File: config.mk
export PLATFORM = sky130hd
export DESIGN_NAME = alu_seq_ctrl
export DESIGN_NICKNAME = d
export VERILOG_FILES = /design/src/rtl/alu_seq_ctrl.sv
export SDC_FILE = /design/constraint.sdc
export NUM_CORES = 1
export LEC_CHECK = 0
export CORE_MARGIN = 3
export CORE_UTILIZATION = 60
export DETAILED_ROUTE_END_ITERATION = 7
export DONT_BUFFER_PORTS = 1
export PLACE_DENSITY = 0.76
export SYNTH_ARGS = -nofsm -noshare
export SYNTH_HDL_FRONTEND = slang
export SYNTH_SLANG_ARGS = --single-unit
File: constraint.sdc
create_clock -name clk_i -period 2.2 [get_ports clk_i]
set_input_delay 0.44 -clock clk_i [delete_from_list [all_inputs] [get_ports clk_i]]
set_output_delay 0.44 -clock clk_i [all_outputs]
set_load 0.05 [all_outputs]
File: src/rtl/alu_seq_ctrl.sv
`default_nettype none
// ============================================================================
// Module   : alu_seq_ctrl
// Purpose  : Multi-cycle sequencer for an external 8-bit ALU plus a 4-entry
//            operand register file. It accepts one reg-to-reg operation at a
//            time and steps it through READ -> EXEC1 -> [EXEC2] -> WB.
//            ADC is built from two ADD passes because the ALU has no carry-in.
// Ports    : clk_i, rst_ni            clock, synchronous active-low reset
//            op_valid_i/op_ready_o    operation handshake
//            op_code_i/op_rd_i/op_ra_i/op_rb_i  operation fields
//            wr_en_i/wr_addr_i/wr_data_i        host register-file write
//            rd_addr_i/rd_data_o      combinational debug read
//            alu_a_o/alu_b_o/alu_fs_o/alu_c_i/alu_flag_i  external ALU link
//            done_o, result_o, flags_o  completion pulse, last result, flags
// Revision : 1.0 - initial release
// ============================================================================
module alu_seq_ctrl #(
  parameter int NREG = 4,
  parameter int DW   = 8
) (
  input  logic          clk_i,
  input  logic          rst_ni,
  input  logic          op_valid_i,
  output logic          op_ready_o,
  input  logic [1:0]    op_code_i,
  input  logic [1:0]    op_rd_i,
  input  logic [1:0]    op_ra_i,
  input  logic [1:0]    op_rb_i,
  input  logic          wr_en_i,
  input  logic [1:0]    wr_addr_i,
  input  logic [DW-1:0] wr_data_i,
  input  logic [1:0]    rd_addr_i,
  output logic [DW-1:0] rd_data_o,
  output logic [DW-1:0] alu_a_o,
  output logic [DW-1:0] alu_b_o,
  output logic [1:0]    alu_fs_o,
  input  logic [DW-1:0] alu_c_i,
  input  logic [3:0]    alu_flag_i,
  output logic          done_o,
  output logic [DW-1:0] result_o,
  output logic [3:0]    flags_o
);

  localparam logic [2:0] ST_IDLE  = 3'd0;
  localparam logic [2:0] ST_READ  = 3'd1;
  localparam logic [2:0] ST_EXEC1 = 3'd2;
  localparam logic [2:0] ST_EXEC2 = 3'd3;
  localparam logic [2:0] ST_WB    = 3'd4;

  localparam logic [1:0] OP_ADD = 2'b00;
  localparam logic [1:0] OP_CMP = 2'b10;
  localparam logic [1:0] OP_ADC = 2'b11;
  localparam logic [1:0] FS_PARK = 2'b11;

  logic [2:0]    state_q, state_d;
  logic [1:0]    code_q, rd_q, ra_q, rb_q;
  logic [DW-1:0] opa_q, opb_q, tmp_q, result_q;
  logic          c_q, z_q, eq_q;
  logic [3:0]    flags_q;
  logic [DW-1:0] regs_q [NREG];
  logic          wb_we;

  // Register file writes commit only in WB and never for CMP.
  assign wb_we = (state_q == ST_WB) && (code_q != OP_CMP);

  // --------------------------------------------------------------------------
  // Next-state logic
  // --------------------------------------------------------------------------
  always_comb begin
    state_d = state_q;
    case (state_q)
      ST_IDLE:  if (op_valid_i) state_d = ST_READ;
      ST_READ:  state_d = ST_EXEC1;
      ST_EXEC1: state_d = (code_q == OP_ADC) ? ST_EXEC2 : ST_WB;
      ST_EXEC2: state_d = ST_WB;
      ST_WB:    state_d = ST_IDLE;
      default:  state_d = ST_IDLE;
    endcase
  end

  // --------------------------------------------------------------------------
  // ALU drive: operands only during execute passes, otherwise parked.
  // --------------------------------------------------------------------------
  always_comb begin
    alu_a_o  = '0;
    alu_b_o  = '0;
    alu_fs_o = FS_PARK;
    if (state_q == ST_EXEC1) begin
      alu_a_o  = opa_q;
      alu_b_o  = opb_q;
      alu_fs_o = (code_q == OP_ADC) ? OP_ADD : code_q;
    end else if (state_q == ST_EXEC2) begin
      // Second ADC pass adds the architectural carry left by the previous op.
      alu_a_o  = tmp_q;
      alu_b_o  = {{(DW-1){1'b0}}, flags_q[0]};
      alu_fs_o = OP_ADD;
    end
  end

  // --------------------------------------------------------------------------
  // Sequencer state and datapath registers
  // --------------------------------------------------------------------------
  always_ff @(posedge clk_i) begin
    if (!rst_ni) begin
      state_q  <= ST_IDLE;
      code_q   <= '0;
      rd_q     <= '0;
      ra_q     <= '0;
      rb_q     <= '0;
      opa_q    <= '0;
      opb_q    <= '0;
      tmp_q    <= '0;
      c_q      <= 1'b0;
      z_q      <= 1'b0;
      eq_q     <= 1'b0;
      result_q <= '0;
      flags_q  <= '0;
    end else begin
      state_q <= state_d;
      case (state_q)
        ST_IDLE: begin
          if (op_valid_i) begin
            code_q <= op_code_i;
            rd_q   <= op_rd_i;
            ra_q   <= op_ra_i;
            rb_q   <= op_rb_i;
          end
        end
        ST_READ: begin
          // Non-blocking read: a host write on this same edge is not seen.
          opa_q <= regs_q[ra_q];
          opb_q <= regs_q[rb_q];
        end
        ST_EXEC1: begin
          tmp_q <= alu_c_i;
          c_q   <= alu_flag_i[0];
          z_q   <= alu_flag_i[2];
          eq_q  <= alu_flag_i[3];
        end
        ST_EXEC2: begin
          // The two carries are mutually exclusive, so OR is the true carry.
          tmp_q <= alu_c_i;
          z_q   <= alu_flag_i[2];
          c_q   <= c_q | alu_flag_i[0];
        end
        ST_WB: begin
          if (code_q == OP_CMP) begin
            flags_q <= {eq_q, 3'b000};
          end else begin
            result_q <= tmp_q;
            flags_q  <= {1'b0, z_q, 1'b0, c_q};
          end
        end
        default: ;
      endcase
    end
  end

  // --------------------------------------------------------------------------
  // Register file: writeback has priority over a host write to the same entry.
  // --------------------------------------------------------------------------
  generate
    for (genvar gi = 0; gi < NREG; gi++) begin : g_regs
      always_ff @(posedge clk_i) begin
        if (!rst_ni) begin
          regs_q[gi] <= '0;
        end else if (wb_we && (rd_q == 2'(gi))) begin
          regs_q[gi] <= tmp_q;
        end else if (wr_en_i && (wr_addr_i == 2'(gi))) begin
          regs_q[gi] <= wr_data_i;
        end
      end
    end
  endgenerate

  assign rd_data_o  = regs_q[rd_addr_i];
  assign op_ready_o = (state_q == ST_IDLE);
  assign done_o     = (state_q == ST_WB);
  assign result_o   = result_q;
  assign flags_o    = flags_q;

endmodule
`default_nettype wire

==> results of run 1 <==
path summary, 6_finish.rpt:
kind | endpoint | startpoint | slack, ps
max | alu_fs_o[1] | code_q[1] | 120
min | tmp_q[5] | alu_c_i[5] | 220
max reg2reg | regs_q[1][1] | state_q[0] | 150
min reg2reg | opb_q[1] | opb_q[1] | 470
layout make-up:
class                   count  area share [%]
clock buffers              10            2.97
well taps                  77            2.08
multi-input cells         237            43.7
flip-flops and latches     81            42.0
clock inverters             6            1.41
inverters                   2           0.189
repair buffers             36            7.73
state kept, by name, indices dropped and copies added, names as in the netlist, 2 cells and up:
name and cells:
opa_q 8, regs_q 32, code_q 2, rb_q 2, ra_q 2, flags_o 3
tmp_q 8, rd_q 2, state_q 3, result_o 8, opb_q 8
synthesized netlist by cell type, drive strengths merged (2+ instances only):
master / count / share of area, %
dfxtp: 49 / 24
nand2: 43 / 3.9
a32o: 32 / 7.8
edfxtp: 32 / 23
a21boi: 29 / 5.3
mux4: 24 / 13
clkbuf: 17 / 1.6
a22o: 16 / 3.4
buf: 15 / 2.1
o21ai: 15 / 1.8
nand3: 11 / 1.3
nor2: 11 / 1.0
mux2i: 9 / 2.2
and2: 7 / 1.1
nand2b: 6 / 0.91
nor2b: 4 / 0.61
nor3: 4 / 1.0
a31oi: 3 / 0.61
a21oi: 2 / 0.24
and3: 2 / 0.30
nand3b: 2 / 0.36
nand4b: 2 / 0.43
or2: 2 / 0.30
or3b: 2 / 0.43
cell families (layout without fill, tap and decap cells):
group | after synthesis | after routing | share of synthesized area (%)
buffers and inverters | 34 | 54 | 3.83
muxes | 33 | 33 | 15.3
DFF | 81 | 81 | 47.2
AOI/OAI and AO/OA | 101 | 101 | 20.4
and+or+nand+nor | 102 | 102 | 13.2
other | 1 | 1 | 0.0911
through the flow:
| stage | instance area, um^2 | power (mW) |
|---|---|---|
| 5_1_grt | 4630 | 3.31 |
| 3_5_place_dp | 4430 | 2.10 |
| 2_1_floorplan | 4120 | 2.03 |
| 6_report | 4630 | 3.20 |
| 3_3_place_gp | 4430 | 2.09 |
| 4_1_cts | 4630 | 3.20 |
per-layer routing:
layer | share of wire (%) | vias up
met1 | 39 | 1491
met3 | 11 | 24
met4 | 3.4 | 0
met5 | 0 | -
met2 | 46 | 185
li1 | - | 1401
worst max-delay path, cell delays in order (launching register included):
cell and delay [ps]:
dfxtp_1 480, nand2b_1 230, buf_4 240, o21ai_1 120
buf_4 210
placed cells by master (no fill, tap or decap), drive strengths merged, types with 2 or more instances in the layout:
cell type / n
a32o: 32
o21ai: 15
a31oi: 3
or2: 2
nand2: 43
and2: 7
nor3: 4
clkbuf: 10
and3: 2
mux2i: 9
dfxtp: 49
nor2: 11
buf: 36
nor2b: 4
nand3: 11
edfxtp: 32
mux4: 24
nand3b: 2
inv: 3
nand2b: 6
clkinv: 4
or3b: 2
nand4b: 2
a21oi: 2
a22o: 16
a21boi: 29
power by group through the flow:
stage	combinational, mW	clock, mW	sequential (mW)
global placement	0.357	0	1.73
CTS	0.367	1.13	1.70
floorplan	0.341	0	1.69
global route	0.394	1.20	1.72
finish	0.368	1.12	1.71
detailed placement	0.365	0	1.74
==> summary.txt, run 1 <==
STA
  • Final period util: 94.4%
  • Rel. slew slack: 47.0%
  • Final setup TNS: 0 ps
  • Setup WS post-layout: 122 ps
  • Slew Limit Fails: 0
  • FMAX: 481 MHz
  • Clk_skew: 12.8 ps
  • Setup violations, final: 0
  • Final Hold Fails: 0
  • Worst Hold Margin: 217 ps
  • Worst-Margin Slew: 792 ps
  • Min Tclk post-route: 2080 ps
  • RSZ-0062 raised after global routing: no

Power and ir drop
  • Pwr Density: 691 mW/mm^2
  • Clock share of power: 35.1%
  • P_leak: 1.58 nW
  • VDD IR max: 0.000408 V
  • Net Switching: 854 uW
  • Power share of the combinational group: 11.5%
  • Sequential power share: 53.4%
  • Internal: 2.34 mW
  • Sw frac: 26.7%

GRT
  • Largest net degree at the start of global routing: 74
  • M2 GR Usage: 41.2%
  • GRT busiest layer: met2
  • First-pass GRT wire length: 16.0 mm
  • M1 GR Usage: 38.8%
  • GR met3 Demand/Resource: 7.36%
  • Initial antenna violation count: 0
  • Gr ovfl total: 0
  • Vias in the first global route: 2877
  • Total GRT Usage: 27.8%

Floorplanning
  • Io pins: 76
  • Die footprint: 0.00789 mm^2
  • Initial Util: 63.4%
  • Core Area: 0.00649 mm^2
  • Rows: 29
  • Die height: 88.8 um
  • Die X: 88.8 um

Clocking
  • Clock Sinks: 81
  • Clk pin slew, worst setup/hold paths: 90 ps
  • Hold buffer count at cts: 0
  • Cts bufs inserted: 9
  • H-tree Lvls: 3
  • Postcts setup bufs: 0
  • Number of gates resized after cts: 0
  • CTS tree: built
  • Clk root buf: clkbuf_8
  • Max clock buf depth: 2
  • Clk_lat worst skew: 360 ps

Placement
  • # port buffers: 0
  • Placed Cells: 433
  • Placement Setup Slack: 201 ps
  • GPL Wtd Cong: 0.836
  • DP HPWL: 7.24 mm

Synthesis
  • Count of warnings emitted by yosys: 0
  • Register area share after synthesis: 47.2%
  • Synth Register Bits: 81
  • EDFF count, synth: 32
  • Syn Area/Cell: 11.7 um^2
  • Post-synthesis cell area: 0.00412 mm^2
  • FFs w/ async S/R, synth: 0%
  • Syn nets: 388
  • Ys flop type: dfxtp_1
  • Unique cell type count in the Yosys netlist: 43
  • Cells after Synth: 352

Final layout
  • Layout area overhead: 12.5%
  • Multi-input gate area: 0.00202 mm^2
  • Sequential cell area: 0.00194 mm^2
  • Core Util, Final: 71.3%
  • Layout cells sized above 1: 23.4%
  • Post-layout net count: 403
  • Final non-filler cell total: 449
  • Number of fillers in the final layout: 468
  • Antenna diodes: 0

Setup path
  • Crit Path Max Fanout: 11
  • Critical Path RT: 1760 ps
  • Critical Path AT: 1640 ps
  • Critical path class: register to output port
  • R2R cell count: 5
  • CP startpoint kind: register
  • Crit. End Element: output port

Detailed routing
  • DRC viols: 0
  • WL/cell: 22.5 um
  • Total number of vias: 3101
  • WL final: 10.1 mm
  • Vias per cell: 6.91
  • 1st-pass router iterations: 5
  • Antenna viol nets, final: 0
  • DRC marker count from the first detailed-route iteration: 335

Worst hold path
  • Min-delay worst type: input pin to register
  • Worst Hold Depth: 2

Status
  • Status: finished clean

Run
  • Max-cap violation count: 0
No activity file was read; power rests on OpenSTA's default activity.
==> run 2, diff against run 1 <==
Settings changed: CORE_UTILIZATION 60 to 40, PLACE_DENSITY 0.76 to default.
Clock period 2.2 ns to 2.11 ns, I/O delays scaled along.
==> summary.txt, run 2 (synthesis results as in run 1) <==
Final layout
  • Fin area: 0.00468 mm^2 (+1.0%)
  • Most frequent cells in the layout: 49 x dfxtp_1, 43 x nand2_1, 32 x a32o_1, 32 x edfxtp_1
  • Final non-filler cell total: 505 (+12%)
  • Max reg flops: 32 (unchanged)
  • Post-layout net count: 404 (+0.25%)
  • Largest Register: regs_q
  • Commonest non-fill, non-tap cell in the layout: dfxtp_1
  • Antenna diodes: 0 (unchanged)
  • Layout cells sized above 1: 24.7% (+1.3 points)
  • Layout area overhead: 13.6%

STA
  • RSZ-0062 raised after global routing: no
  • Worst-Margin Slew: 817 ps (+24.2 ps)
  • Slew Limit Fails: 0 (unchanged)
  • Worst Hold Margin: 212 ps (-5.40 ps)
  • Min Tclk post-route: 1980 ps
  • FMAX: 504 MHz
  • Final period util: 94.0%
  • Clk_skew: 9.63 ps (-3.21 ps)
  • Rel. slew slack: 45.3% (-1.7 points)
  • Final setup TNS: 0 ps (unchanged)
  • Setup violations, final: 0 (unchanged)
  • Final Hold Fails: 0 (unchanged)

Power and ir drop
  • Pwr Density: 663 mW/mm^2 (-4.1%)
  • Tot Pwr: 3.10 mW (-3.1%)
  • Clock share of power: 30.3% (-4.8 points)
  • Internal: 2.28 mW (-2.6%)
  • Net Switching: 817 uW (-4.4%)
  • Sequential power share: 57.0% (+3.6 points)
  • VDD IR max: 0.000329 V (-19%)
  • Power share of the combinational group: 12.6% (+1.1 points)
  • Sw frac: 26.4% (-0.35 points)
  • P_leak: 1.56 nW (-1.5%)

Detailed routing
  • WL/cell: 20.1 um (-11%)
  • Vias per cell: 5.89 (-15%)
  • DRC marker count from the first detailed-route iteration: 377 (+13%)
  • WL final: 10.1 mm (+0.32%)
  • Total number of vias: 2975 (-4.1%)
  • Antenna viol nets, final: 0 (unchanged)
  • DRC viols: 0 (unchanged)
  • 1st-pass router iterations: 4 (-1)

Placement
  • Post-DP Area: 0.00451 mm^2 (+2.0%)
  • # port buffers: 0 (unchanged)
  • Placed Cells: 489 (+13%)
  • DP HPWL: 7.60 mm (+5.1%)
  • GPL Wtd Cong: 0.815 (-2.6%)

GRT
  • Largest net degree at the start of global routing: 74 (unchanged)
  • Initial antenna violation count: 0 (unchanged)
  • Gr ovfl total: 0 (unchanged)
  • Total GRT Usage: 18.0% (-9.8 points)
  • First-pass GRT wire length: 15.8 mm (-1.5%)
  • Vias in the first global route: 2889 (+0.42%)

Setup path
  • CP startpoint kind: register
  • Critical path class: register to output port
  • Crit. End Element: output port
  • Critical path origin: state_q[0]
  • R2R Path Start: state_q[0]
  • Crit path buf inv count: 3 (+1)
  • Family with the most delay on the worst path: buffers and inverters
  • Crit path max-delay cell type: dfxtp_1
  • Critical Path RT: 1690 ps (-70 ps)
  • Critical Path AT: 1560 ps (-80 ps)
  • Crit-path max cell delay: 320 ps (-160 ps)
  • CP cell instances: buf_6, nor3b_1, buf_4, and2_1, buf_12
  • Crit Path Max Fanout: 20 (+9)

Clocking
  • Clk root buf: clkbuf_8
  • Cts bufs inserted: 9 (unchanged)
  • Max clock buf depth: 2 (unchanged)
  • CTS tree: built
  • Clock Sinks: 81 (unchanged)
  • Clk_lat worst skew: 350 ps (about the same)
  • Hold buffer count at cts: 0 (unchanged)
  • Clk pin slew, worst setup/hold paths: 80 ps (about the same)
  • H-tree Lvls: 3 (unchanged)

Floorplanning
  • Core Area: 0.00991 mm^2 (+53%)
  • Rows: 36 (+24%)
  • Io pins: 76 (unchanged)
  • Initial Util: 41.5% (-22 points)
  • Die X: 107 um (+21%)
  • Die footprint: 0.0115 mm^2 (+46%)
  • Die height: 107 um (+21%)

Run
  • Max-cap violation count: 0 (unchanged)

Worst hold path
  • Min-delay worst type: input pin to register
  • Min-delay src: alu_flag_i[3]

Status
  • Status: finished clean
## run 2: cell count changes in the layout (fill, tap and decap cells not counted), sizes merged
cell / delta
buf: +1
inv: -2
clkbuf: +3
bufinv: -1
clkinv: -1
## run 2: cell type report
class	count	area, um^2
Timing Repair Buffer	37	369
Clock buffer	13	139
Clock inverter	2	10.0
Fill cell	925	5230
Inverter	2	8.76
Sequential cell	81	1940
Tap cell	133	166
Multi-Input combinational cell	237	2040
## run 2: what timing repair did
| action | CTS | global route |
|---|---|---|
| endpoints found under the setup margin | 0 | 21 |
| setup buffers | 0 | 1 |
| resized for setup | 0 | 2 |
## run 2: layer usage
layer / part of all wire (%) / vias up / routed length, um / GRT usage, %
met4: 1.4 / 0 / 146 / 6.76
met5: 0 / - / 0 / 0
met1: 42 / 1454 / 4300 / 23.6
met3: 8.3 / 9 / 846 / 4.80
met2: 48 / 107 / 4850 / 28.8
li1: - / 1405 / - / -
## run 2: path summary, 6_finish.rpt
path              depth (start not counted)  slack, ps      endpoint
setup reg to reg                          4        180  regs_q[3][3]
hold reg to reg                           2        460    flags_o[3]
hold / removal                            2        210          eq_q
setup / recovery                          5        130    alu_b_o[1]
## run 2: power by group through the flow
stage,Sequential (mW),Clock (mW),Combinational (mW)
6_report,1.77,0.939,0.391
4_1_cts,1.77,0.975,0.393
3_5_place_dp,1.80,0,0.392
5_1_grt,1.78,1.03,0.419
3_3_place_gp,1.80,0,0.387
2_1_floorplan,1.77,0,0.358
## run 2: metrics by stage
step           worst slack, ps  util (%)
2_1_floorplan             57.3         -
3_3_place_gp               213      45.5
3_5_place_dp               186      45.5
4_1_cts                   29.4      47.0
5_1_grt                   18.4      47.2
6_report                   127      47.2
